## src/rtl/spi_mem_arbiter.sv

```systemverilog
// Two-requester round-robin arbiter in front of the SPI flash command engine, with flash power-up sequencing.
// Optional WAIT timeout/abort enabled by defining SPI_MEM_ARB_TIMEOUT_EN.
module spi_mem_arbiter #(
  parameter int PWR_DELAY = 2000,
  parameter int ADDR_W    = 24,
  parameter int LEN_W     = 16,
  parameter int TIMEOUT   = 65535
) (
  input  logic              CLKA,
  input  logic              rst_n,
  input  logic [1:0]        req_valid,
  input  logic [7:0]        req0_cmd,
  input  logic [ADDR_W-1:0] req0_addr,
  input  logic [LEN_W-1:0]  req0_len,
  input  logic [7:0]        req1_cmd,
  input  logic [ADDR_W-1:0] req1_addr,
  input  logic [LEN_W-1:0]  req1_len,
  output logic [1:0]        req_ack,
  output logic [1:0]        req_done,
  output logic [1:0]        grant,
  output logic              eng_start,
  output logic [7:0]        eng_cmd,
  output logic [ADDR_W-1:0] eng_addr,
  output logic [LEN_W-1:0]  eng_len,
  input  logic              eng_done,
  output logic              MEM_VCC,
  output logic              mem_ready,
  output logic              err_timeout
);

  typedef enum logic [1:0] {S_PWR_UP, S_IDLE, S_ISSUE, S_WAIT} state_t;

  localparam int PW = $clog2(PWR_DELAY + 1);

  state_t        state, state_nx;
  logic [PW-1:0] pwr_cnt;
  logic          rr;       // requester that wins a tie
  logic          win;      // 0 = requester 0, 1 = requester 1
  logic          accept;
  logic          finish;

`ifdef SPI_MEM_ARB_TIMEOUT_EN
  localparam int TW = $clog2(TIMEOUT + 1);
  logic [TW-1:0] wait_cnt;
  logic          abort;
  logic          err_q;
`endif

  always_comb begin
    state_nx = state;
    accept   = 1'b0;
    finish   = 1'b0;
`ifdef SPI_MEM_ARB_TIMEOUT_EN
    abort    = 1'b0;
`endif
    win      = (&req_valid) ? rr : req_valid[1];
    case (state)
      // the settle count only starts once the supply is actually on
      S_PWR_UP: if (MEM_VCC && pwr_cnt == PW'(PWR_DELAY - 1)) state_nx = S_IDLE;
      S_IDLE: if (|req_valid) begin
        accept   = 1'b1;
        state_nx = S_ISSUE;
      end
      S_ISSUE: state_nx = S_WAIT;
      S_WAIT: begin
        if (eng_done) begin
          finish   = 1'b1;
          state_nx = S_IDLE;
        end
`ifdef SPI_MEM_ARB_TIMEOUT_EN
        else if (wait_cnt == TW'(TIMEOUT - 1)) begin
          finish   = 1'b1;
          abort    = 1'b1;
          state_nx = S_IDLE;
        end
`endif
      end
      default: state_nx = S_PWR_UP;
    endcase
  end

  always_ff @(posedge CLKA) begin
    if (!rst_n) begin
      state <= S_PWR_UP;
    end else begin
      state <= state_nx;
    end
  end

  always_ff @(posedge CLKA) begin
    if (!rst_n) begin
      pwr_cnt   <= '0;
      rr        <= 1'b0;
      req_ack   <= 2'b00;
      req_done  <= 2'b00;
      grant     <= 2'b00;
      eng_start <= 1'b0;
      eng_cmd   <= '0;
      eng_addr  <= '0;
      eng_len   <= '0;
      MEM_VCC   <= 1'b0;
      mem_ready <= 1'b0;
    end else begin
      MEM_VCC   <= 1'b1;
      req_ack   <= 2'b00;
      req_done  <= 2'b00;
      eng_start <= 1'b0;
      if (state == S_PWR_UP && MEM_VCC) pwr_cnt <= pwr_cnt + 1'b1;
      if (state == S_PWR_UP && state_nx == S_IDLE) mem_ready <= 1'b1;
      if (accept) begin
        eng_cmd  <= win ? req1_cmd  : req0_cmd;
        eng_addr <= win ? req1_addr : req0_addr;
        eng_len  <= win ? req1_len  : req0_len;
        grant    <= win ? 2'b10 : 2'b01;
        req_ack  <= win ? 2'b10 : 2'b01;
        rr       <= ~win;
      end
      if (state == S_ISSUE) eng_start <= 1'b1;
      if (finish) begin
        req_done <= grant;
        grant    <= 2'b00;
      end
    end
  end

`ifdef SPI_MEM_ARB_TIMEOUT_EN
  always_ff @(posedge CLKA) begin
    if (!rst_n) begin
      wait_cnt <= '0;
      err_q    <= 1'b0;
    end else begin
      wait_cnt <= (state == S_WAIT && state_nx == S_WAIT) ? wait_cnt + 1'b1 : '0;
      if (abort) err_q <= 1'b1;
    end
  end
  assign err_timeout = err_q;
`else
  assign err_timeout = 1'b0;
`endif

endmodule

```

## config.mk

```make
export PLATFORM = sky130hd
export DESIGN_NAME = spi_mem_arbiter
export DESIGN_NICKNAME = d
export VERILOG_FILES = /design/src/rtl/spi_mem_arbiter.sv
export SDC_FILE = /design/constraint.sdc
export NUM_CORES = 1
export LEC_CHECK = 0
export ABC_AREA = 1
export CORE_MARGIN = 2
export CORE_UTILIZATION = 36
export DETAILED_ROUTE_END_ITERATION = 8
export GPL_TIMING_DRIVEN = 0
export PLACE_DENSITY = 0.77
export REMOVE_ABC_BUFFERS = 1
export SYNTH_ARGS = -nofsm -noshare
export SYNTH_HDL_FRONTEND = slang
export SYNTH_SLANG_ARGS = --single-unit
```

## constraint.sdc

```tcl
create_clock -name CLKA -period 1.4 [get_ports CLKA]
set_clock_uncertainty 0.15 [all_clocks]
set_input_delay 0.35 -clock CLKA [delete_from_list [all_inputs] [get_ports CLKA]]
set_output_delay 0.35 -clock CLKA [all_outputs]
set_load 0.005 [all_outputs]
```

Yosys cells after proc, flatten, opt, wreduce, memory -nomap -nowiden
Index checks and enable logic that the tools add are counted.
{"block": "classes", "bitwise_logic": 2, "n_mux": 15, "n_reduce_logical": 9, "addsub": 1, "eq_ne": 5}
{"operator": "$mux W24", "n": 1}
{"operator": "$mux W16", "n": 1}
{"operator": "$add A11 B1 Y11 const B", "n": 1}
{"operator": "$eq A11 B11 Y1 const B", "n": 1}
{"operator": "$mux W2", "n": 4}
{"operator": "$mux W8", "n": 1}
{"operator": "$pmux W2 S4", "n": 1}
{"operator": "$mux W1", "n": 7}
{"operator": "$reduce_and A2 Y1", "n": 3}
{"operator": "$eq A2 B1 Y1 const B", "n": 2}
{"operator": "$eq A2 B2 Y1 const B", "n": 2}
{"operator": "$reduce_or A2 Y1", "n": 2}
{"operator": "$logic_and A1 B1 Y1", "n": 3}
{"operator": "$logic_not A2 Y1", "n": 1}
{"operator": "$not A1 Y1", "n": 2}
{"block": "word_totals", "word_cells": 44, "out_inout_bits": 58, "in_bits": 101, "reg_bits": 71}

Logic depth before layout (Yosys ltp)
{"block": "logic_depth", "word_depth": 6, "depth_mapped": 9, "mapped_depth_nobuf": 8}

Worst setup path before layout
Ideal clock, no wire load.
{"block": "synth_path", "kind": "input-to-reg", "from": "input port rst_n", "to": "register pwr_cnt[3]", "setup_time_ns": 0.115, "path_stages": 5, "arrival_ns": 1.132, "n_path_buf": 2, "required_ns": 1.135, "slack_ns": 0.003, "path_cell_list": "buf_2 > inv_2 > buf_1 > a21oi_1 > o21a_1"}
{"item": "start: declaration", "line": "10", "rtl": "input logic rst_n,"}
{"item": "end signal: assignment", "line": "108", "rtl": "if (state == S_PWR_UP && MEM_VCC) pwr_cnt <= pwr_cnt + 1'b1;"}
{"item": "end: declaration", "line": "36", "rtl": "logic [PW-1:0] pwr_cnt;"}

Worst setup path after layout
{"block": "layout_path", "from": "input port req_valid[1]", "to": "register eng_addr[7]"}
{"block": "layout_between", "elab_chain_len": 3, "elab_cells_between_ends": 6, "classes_between": "mux: 4; reduce/logical: 2"}
{"item": "start: declaration", "line": "11", "rtl": "input logic [1:0] req_valid,"}
{"item": "$reduce_and A2 Y1 or $reduce_or A2 Y1 (tied branches)", "line": "56, 60"}
{"item": "$mux W1 (on tied branches)", "line": "56, 60"}
{"item": "$mux W24 or $mux W1 (tied branches)", "line": "112, 57"}
{"item": "end signal: assignment", "line": "112", "rtl": "eng_addr <= win ? req1_addr : req0_addr;"}
{"item": "end: declaration", "line": "23", "rtl": "output logic [ADDR_W-1:0] eng_addr,"}
Several ways; a longest one is shown, not always the timed one.
A chain may end at the register's enable or synchronous reset.

==> run metrics <==
WHS=308 ps; Clock Pin Slew Worst Setup and Hold Paths=70 ps; # rows=33; clock network latency to the later pin of the worst-skew pair=350 ps; post-synthesis cell area=3060 µm²; fin cells=748; flops & latches, synth=71; Cells after Synth=439; synth unique cells=24; CP max-delay cell=buf_4; initial antenna violation count=0; Die W=96.2 µm; htree depth=3; critical path launch point type=input pin; Die ar.=9260 µm²; Max-slew headroom=62.1%; crit-path cells=buf_4 -> nor2_4 -> nor2_4 -> buf_6 -> nand2_8 -> buf_6 -> nor2_4 -> buf_6 -> nand2_2 -> nand2_1; status=finished with violations; crit path from=req_valid[1]; CORE AREA=8220 µm²; Pins Over Slew Limit=0; max incr delay on CP=320 ps; post-synth top area share=46.4%; area leader, netlist=dfxtp_1; pwr/cell area=734 nW/µm²; Tcrit/Tclk final=116%; clk root buf=clkbuf_8; Hold Crit Class=reg -> reg; Reg-to-Reg End=eng_addr[7]; reg2reg setup slack=-220 ps; Worst R2R Path Depth=10; Cell Area, Placed=4630 µm²; Leakage=2.61 nW; multi-input logic area=1910 µm²; Clock Sink Count=71; crit path max fanout=24; antenna cells=0; failing checks=setup timing; remaining global-route overflow=0; vias in the first global route=3894; IO Pins=159; Max Cap Viol=0; post-DP HPWL=6580 µm; IR drop worst, VDD=0.412 mV; design area=5690 µm²; final WL=12100 µm; Worst setup EP type=flop; Seq/Total Area, Yosys=46.4%; reg2reg start=state[1]; DRC Markers=0; TNS Setup=-8610 ps; Port Buf Inserts=157; utilization after layout=69.2%; Vias=3844; Starting Density=37.3%; First-pass DRT Iterations=4; Syn. warnings=0; WL per Instance=16.2 µm; CTS tree=done; Worst Path Buf+Inv=4; Antenna Violating Nets Remaining=0; GPL Wtd Cong=0.737; RSZ-0062 raised after global routing=true; Inserted Clock Buffers=9; Critical Path AT=1760 ps; deepest clock path buffer count=2; worst slew pin tran=568 ps; Hold-fix buffers, CTS=0; top cells by area, synth=dfxtp_1, nand2_1, nand3_1; Mapped Avg Cell Area=6.98 µm²; end of the critical path=eng_addr[7]; critical path depth=10; DRT iter0 DRCs=154; Setup Viol. Count Final=56; minimum clock period=1630 ps; first-pass GRT wire length=18400 µm; Required @ worst endpoint=1530 ps; family with the most delay on the worst path=buffers and inverters; f_max=615 MHz; Register Area=1480 µm²; Syn-to-layout area delta=85.7%; pin count of the biggest net entering global routing=37; Setup WS post-layout=-227 ps; Die Y=96.2 µm; Setup Crit Path Kind=in -> reg; DP Cell Count=678; NumNets Final=743; GRT Util Overall=26.2%; share of cells above drive strength 1=41.5%; hold violation count in the final report=0; Via-to-Cell Ratio=5.14; filler instances=637
logic make-up (layout without fill, tap and decap cells):
logic type               after synthesis  after routing  synth area share (%)
other                                  1              1                 0.122
adder cells (fa/ha/maj)                1              1                 0.408
AO/OA/AOI/OAI                         37             37                  6.21
AND/OR/NAND/NOR                      284            290                  39.5
XOR/XNOR                               1              1                 0.286
flip-flops                            71             71                  46.4
buffers and inverters                 44            242                  7.07
tightest hold or removal path, stage by stage (launching register included):
cell	delay (ps)
dfxtp_2	320
nand2_2	50
a21oi_1	40
where the power goes:
group	total (mW)	leakage [nW]	internal [mW]	switching [mW]
Sequential	2.04	0.595	2.03	0.0105
Combinational	0.512	1.92	0.306	0.206
Clock	1.63	0.0944	0.893	0.737
Total	4.18	2.61	3.22	0.954
area by class of cell:
class | count | share of cell area [%]
Sequential cell | 71 | 26.0
Tap cell | 105 | 2.31
Timing Repair inverter | 1 | 0.132
Inverter | 21 | 1.76
Clock inverter | 1 | 0.528
Clock buffer | 12 | 2.73
Timing Repair Buffer | 207 | 32.9
Multi-Input combinational cell | 330 | 33.6
registers in the layout, indices dropped and copies added (netlist names):
| name | count |
|---|---|
| pwr_cnt | 11 |
| eng_start | 1 |
| MEM_VCC | 1 |
| rr | 1 |
| eng_cmd | 8 |
| grant | 2 |
| req_ack | 2 |
| state | 2 |
| req_done | 2 |
| mem_ready | 1 |
| eng_len | 16 |
| eng_addr | 24 |
Yosys cell counts:
master and n:
o21a_1 2, clkbuf_1 7, conb_1 1, nor2_1 18
buf_6 3, nor2_2 2, nand3_1 65, inv_1 20
nand3b_1 1, nand4_1 5, xor2_1 1, dfxtp_1 71
nand2_1 187, buf_1 2, nor2_8 1, nor3_1 2
nand2_4 1, buf_2 5, nor2_4 2, a21oi_1 33
o21ai_0 2, buf_4 6, ha_1 1, inv_2 1
stage by stage:
step / power [mW] / worst slack [ps]
final: 4.18 / -227
after global routing: 4.32 / -270
after CTS: 4.15 / -151
after detailed placement: 2.52 / -2730
after global placement: 2.51 / -2660
after floorplan: 2.19 / -866
cells in the final DEF, fill, tap and decap left out, types with 16 or more instances in the layout:
cell / synthesis / layout
inv_1: 20 / 16
a21oi_1: 33 / 30
nand3_2: 0 / 19
nand2_2: 0 / 43
nand3_1: 65 / 46
buf_4: 6 / 33
dfxtp_1: 71 / 26
nor2_1: 18 / 16
dfxtp_2: 0 / 44
nand2_1: 187 / 125
clkbuf_2: 0 / 23
nand2_4: 1 / 19
clkdlybuf4s50_1: 0 / 97
buf_2: 5 / 26
per-layer routing:
layer / vias up / track usage [%] / part of all wire (%)
met5: - / 0 / 0
met4: 0 / 8.81 / 3.6
met3: 42 / 10.2 / 8.9
met2: 178 / 46.9 / 52
met1: 1808 / 27.9 / 36
li1: 1816 / - / -
worst min path at each step:
stage	depth (start not counted)	endpoint	slack [ps]	startpoint
finish	2	eng_len[14]	310	eng_len[14]
global route	2	eng_len[13]	320	eng_len[13]
CTS	2	eng_len[14]	310	eng_len[14]
detailed placement	2	req_done[0]	290	grant[0]
global placement	2	pwr_cnt[8]	290	pwr_cnt[8]
floorplan	0	MEM_VCC	230	rst_n
what timing repair did:
action	4_1_cts	5_1_grt
buffers inserted	36	14
gates cloned	9	1
pin swaps	39	12
resized for setup	301	97
endpoints found under the setup margin	127	109
Power figures use the tool's default switching activity.
